===== config.mk =====
export PLATFORM = sky130hd
export DESIGN_NAME = fb_scanout
export DESIGN_NICKNAME = d
export VERILOG_FILES = /design/src/rtl/fb_scanout.sv
export SDC_FILE = /design/constraint.sdc
export NUM_CORES = 1
export LEC_CHECK = 0
export CORE_ASPECT_RATIO = 1.1
export CORE_MARGIN = 1.5
export CORE_UTILIZATION = 50
export CTS_BUF_LIST = sky130_fd_sc_hd__clkbuf_16
export DETAILED_ROUTE_END_ITERATION = 8
export HOLD_SLACK_MARGIN = 0.1
export PLACE_DENSITY_LB_ADDON = 0.08
export SLEW_MARGIN = 20
export SYNTH_ARGS = -nofsm -noshare
export SYNTH_HDL_FRONTEND = slang
export SYNTH_SLANG_ARGS = --single-unit

===== constraint.sdc =====
create_clock -name clk -period 2.8 [get_ports clk]
set_clock_uncertainty 0.2 [all_clocks]
set_input_delay 0.56 -clock clk [delete_from_list [all_inputs] [get_ports clk]]
set_output_delay 0.56 -clock clk [all_outputs]
set_load 0.05 [all_outputs]

===== src/rtl/fb_scanout.sv =====
// fb_scanout: raster-order reader for a 1-bit-per-pixel VGA framebuffer.
// Issues one read per visible pixel and realigns the returned data with the syncs.
module fb_scanout #(
    parameter int H_ACTIVE = 640,
    parameter int H_FP     = 16,
    parameter int H_SYNC   = 96,
    parameter int H_BP     = 48,
    parameter int V_ACTIVE = 480,
    parameter int V_FP     = 10,
    parameter int V_SYNC   = 2,
    parameter int V_BP     = 33,
    parameter int RD_LAT   = 1
) (
    input  logic        clk,
    input  logic        rst,
    input  logic        pix_en,
    output logic        fb_rd_en,
    output logic [18:0] fb_rd_addr,
    input  logic        fb_rd_data,
    output logic        hsync,
    output logic        vsync,
    output logic        video_on,
    output logic        pixel_out,
    output logic        vblank,
    output logic        frame_start
);
    localparam int H_TOTAL = H_ACTIVE + H_FP + H_SYNC + H_BP;
    localparam int V_TOTAL = V_ACTIVE + V_FP + V_SYNC + V_BP;

    localparam logic [9:0]  H_ACT    = 10'(H_ACTIVE);
    localparam logic [9:0]  H_LAST   = 10'(H_TOTAL - 1);
    localparam logic [9:0]  HS_BEG   = 10'(H_ACTIVE + H_FP);
    localparam logic [9:0]  HS_END   = 10'(H_ACTIVE + H_FP + H_SYNC);
    localparam logic [9:0]  V_ACT    = 10'(V_ACTIVE);
    localparam logic [9:0]  V_LAST   = 10'(V_TOTAL - 1);
    localparam logic [9:0]  VS_BEG   = 10'(V_ACTIVE + V_FP);
    localparam logic [9:0]  VS_END   = 10'(V_ACTIVE + V_FP + V_SYNC);
    localparam logic [18:0] ADDR_MAX = 19'(H_ACTIVE * V_ACTIVE - 1);

    // One entry per issued cycle; tag marks a pix_en cycle whose result must reach the outputs.
    typedef struct packed {
        logic tag;
        logic hs;
        logic vs;
        logic act;
    } stage_t;

    logic [9:0]  h_cnt_q, h_cnt_d;
    logic [9:0]  v_cnt_q, v_cnt_d;
    logic [18:0] addr_cnt_q, addr_cnt_d;
    stage_t [RD_LAT-1:0] pipe_q, pipe_d;
    stage_t      out_stage;
    logic        hsync_q, hsync_d;
    logic        vsync_q, vsync_d;
    logic        video_on_q, video_on_d;
    logic        pixel_out_q, pixel_out_d;
    logic        vblank_q, vblank_d;
    logic        frame_start_q, frame_start_d;
    logic        active;
    logic        at_origin;
    logic        hs_raw;
    logic        vs_raw;

    always_comb begin
        active     = (h_cnt_q < H_ACT) && (v_cnt_q < V_ACT);
        at_origin  = (h_cnt_q == 10'd0) && (v_cnt_q == 10'd0);
        hs_raw     = !((h_cnt_q >= HS_BEG) && (h_cnt_q < HS_END));
        vs_raw     = !((v_cnt_q >= VS_BEG) && (v_cnt_q < VS_END));
        fb_rd_en   = pix_en && active && !rst;
        // addr_cnt holds the next address; the origin pixel is forced to 0 while it reloads.
        fb_rd_addr = at_origin ? 19'd0 : addr_cnt_q;

        h_cnt_d    = h_cnt_q;
        v_cnt_d    = v_cnt_q;
        addr_cnt_d = addr_cnt_q;
        if (pix_en) begin
            if (h_cnt_q == H_LAST) begin
                h_cnt_d = 10'd0;
                v_cnt_d = (v_cnt_q == V_LAST) ? 10'd0 : v_cnt_q + 10'd1;
            end else begin
                h_cnt_d = h_cnt_q + 10'd1;
            end
            if (at_origin) begin
                addr_cnt_d = 19'd1;
            end else if (active && (addr_cnt_q != ADDR_MAX)) begin
                addr_cnt_d = addr_cnt_q + 19'd1;
            end
        end

        pipe_d[0] = '{tag: pix_en, hs: hs_raw, vs: vs_raw, act: active};
        for (int i = 1; i < RD_LAT; i++) begin
            pipe_d[i] = pipe_q[i-1];
        end
        out_stage = pipe_q[RD_LAT-1];

        hsync_d     = hsync_q;
        vsync_d     = vsync_q;
        video_on_d  = video_on_q;
        pixel_out_d = pixel_out_q;
        // fb_rd_data belongs to the stage at the pipe's end in this same cycle.
        if (out_stage.tag) begin
            hsync_d     = out_stage.hs;
            vsync_d     = out_stage.vs;
            video_on_d  = out_stage.act;
            pixel_out_d = out_stage.act & fb_rd_data;
        end
        vblank_d      = (v_cnt_q >= V_ACT);
        frame_start_d = pix_en && at_origin;
    end

    always_ff @(posedge clk) begin
        if (rst) begin
            h_cnt_q       <= 10'd0;
            v_cnt_q       <= 10'd0;
            addr_cnt_q    <= 19'd0;
            pipe_q        <= '0;
            hsync_q       <= 1'b1;
            vsync_q       <= 1'b1;
            video_on_q    <= 1'b0;
            pixel_out_q   <= 1'b0;
            vblank_q      <= 1'b0;
            frame_start_q <= 1'b0;
        end else begin
            h_cnt_q       <= h_cnt_d;
            v_cnt_q       <= v_cnt_d;
            addr_cnt_q    <= addr_cnt_d;
            pipe_q        <= pipe_d;
            hsync_q       <= hsync_d;
            vsync_q       <= vsync_d;
            video_on_q    <= video_on_d;
            pixel_out_q   <= pixel_out_d;
            vblank_q      <= vblank_d;
            frame_start_q <= frame_start_d;
        end
    end

    assign hsync       = hsync_q;
    assign vsync       = vsync_q;
    assign video_on    = video_on_q;
    assign pixel_out   = pixel_out_q;
    assign vblank      = vblank_q;
    assign frame_start = frame_start_q;
endmodule


==> qor.yml <==
status: "complete, but fails checks"
violations: "setup timing"
cpLargestDelayFamily: "simple AND/OR/NAND/NOR gates"
core_region_area_um2: 5030
ys.flop_type: "dfxtp_1"
cts_hold_buf: 0
dieWidth_um: 72.2
dieHeight_um: 79.1
synthArstFlopShare_pct: 0
instances_no_fill: 425
start_util_pct: 52.3
hpwl_um: 4440
area_growth_syn_to_layout_pct: 30.3
layout-drive-gt1-share_pct: 26.2
yosysMostFrequentCell: "dfxtp_1"
cts.sinks: 49
crit_chain: "or3_4 -> or4b_4 -> or3_4 -> buf_12 -> and2_4 -> buf_6"
required_ns: 2.04
synth.top_cell.area_share_pct: 37.2
tightest_slew_ns: 0.633
cpPeakStageDelay_ns: 0.53
gp_congestion: 0.889
nets: 376
num_vias: 2442
grt_max_degree: 31
cp_max_fo: 25
synth.area.top_cells: "dfxtp_1 (37%), nor2_1 (4.7%), and2_4 (4.7%), xor2_1 (3.7%), nand3_1 (3.6%)"
ys_ff_latch: 49
dr.pass1.iters: 4
clk_pin_slew_worst_paths_ns: 0.06
synth_top_area_cell: "dfxtp_1"
pre_cts_ws_ns: -0.0331
power.density_nw_per_um2: 467
cts_tree: "built"
postSynthAreaPerCell_um2: 8.47
cts_root_buf: "clkbuf_16"
path_buf_inv: 2
ys_seq_area_share_pct: 37.2
diodes: 0
routed_wl_um: 6330
die_area_um2: 5720
route.antenna.remaining_nets: 0
fin_ws_ns: -0.299
synth_area_um2: 2640
synthesis.instances: 311
synth_common_cells: "dfxtp_1 (49), nor2_1 (33), nand2_1 (24)"
grt_usage_pct: 23.2
slew_headroom_pct: 57.8
worst_path_max_delay_cell: "or4b_4"
critical_path_class: "reg2out"
grt_setup_unrepaired: "yes"
finalPower_mw: 1.60
wl_per_cell_um: 14.9
end_kind: "output port"
synth_warnings: 0
clk_path_buf_depth: 2
hold_viol: 0
critPathArrivalTime_ns: 2.34
numPortBuffers: 29
drv_slew: 0
io_pins: 30
hp-class: "reg2reg"
p_leak_nw: 1.35
synth_edf_count: 0
grt_pass1_wl_um: 10400
synth_cell_types: 48
dp.cells: 413
insertion_delay_ns: 0.28
fp-row-count: 27
vdd_drop_max_mv: 0.327
finalSetupViolations: 19
min_period_over_period_pct: 111
setup_tns_ns: -5.16
htree_levels: 2
cap_viol_max_count: 0
cpMostUsedCell: "or3_4"
vias_per_cell: 5.75
drc: 0
cts_inserted_buffers: 5
start_kind: "flop"
drt_first_iter_violations: 174
antenna_found_initial: 0
fmax_ghz: 0.323
min_period_ns: 3.10
overflow: 0
syn_nets: 321
grt_pass1_vias: 2272
cell type report:
| class | count | area, um2 |
|---|---|---|
| Multi-Input combinational cell | 235 | 1560 |
| Sequential cell | 49 | 982 |
| Fill cell | 431 | 1600 |
| Inverter | 11 | 41.3 |
| Clock buffer | 5 | 125 |
| Tap cell | 58 | 72.6 |
| Timing Repair Buffer | 64 | 611 |
| Clock inverter | 3 | 37.5 |
worst paths after layout:
kind | slack [ns] | end | cells past startpoint | start
hold / removal | 0.25 | vsync | 2 | out_stage[1]
setup reg to reg | 0.34 | addr_cnt_q[11] | 7 | addr_cnt_q[0]
setup / recovery | -0.30 | fb_rd_addr[1] | 6 | h_cnt_q[4]
hold reg to reg | 0.25 | vsync | 2 | out_stage[1]
flip-flops by register name, summed over array words and instances, names as in the netlist:
register     cells
frame_start      1
video_on         1
addr_cnt_q      19
pixel_out        1
hsync            1
out_stage        4
vblank           1
vsync            1
h_cnt_q         10
v_cnt_q         10
cell usage in the layout (no fill, tap or decap), drive strengths merged, types with 4 or more instances in the layout:
cell type,netlist,final
nand4,12,12
o21ai,4,4
and3,5,5
nand2,24,24
clkdlybuf4s50,0,9
xor2,11,11
a31oi,12,12
o21a,5,5
nor2,33,33
xnor2,6,6
and2,19,19
buf,7,55
or2,6,6
nor4,6,6
clkbuf,9,5
or4,5,5
dfxtp,49,49
inv,11,12
ha,6,6
a21oi,9,9
a211oi,5,5
a311oi,8,8
nor3,8,8
o211ai,4,4
mux2i,4,4
nand3,19,19
where the power goes:
part	leakage, nW	internal, mW	switching [mW]
clock	0.0826	0.415	0.255
sequential	0.398	0.709	0.00865
combinational	0.869	0.0929	0.124
metrics by stage:
stage	instance area, um2	hold WS (ns)	util (%)
final	3430	0.248	68.2
after global routing	3430	0.289	68.2
after CTS	3380	0.252	67.1
after detailed placement	3120	0.236	62.0
after global placement	3120	0.231	62.0
after floorplan	2640	0.222	-
routing by layer:
metal	part of all wire (%)	up-vias	wire, um	track usage, %
li1	-	1239	-	-
met1	46	1141	2880	28.0
met2	49	49	3110	39.4
met3	2.7	13	174	4.44
met4	2.6	0	163	10.6
met5	0	-	0	0
cell families after synthesis:
family	synth area share, %
simple gates	31.3
compound gates	16.3
flops	37.2
buf+inv	5.13
xor+xnor	5.65
fa+ha+maj	2.85
mux	1.52
what timing repair did:
action	CTS	global route
pin swaps	0	1
gates resized for setup	21	10
endpoints found under the setup margin	19	21
setup buffers	2	2
worst min-delay path: stages (launching register included):
cell and delay (ns):
dfxtp_1 0.31, mux2i_1 0.06, nand2_1 0.06
Power figures use the tool's default switching activity.
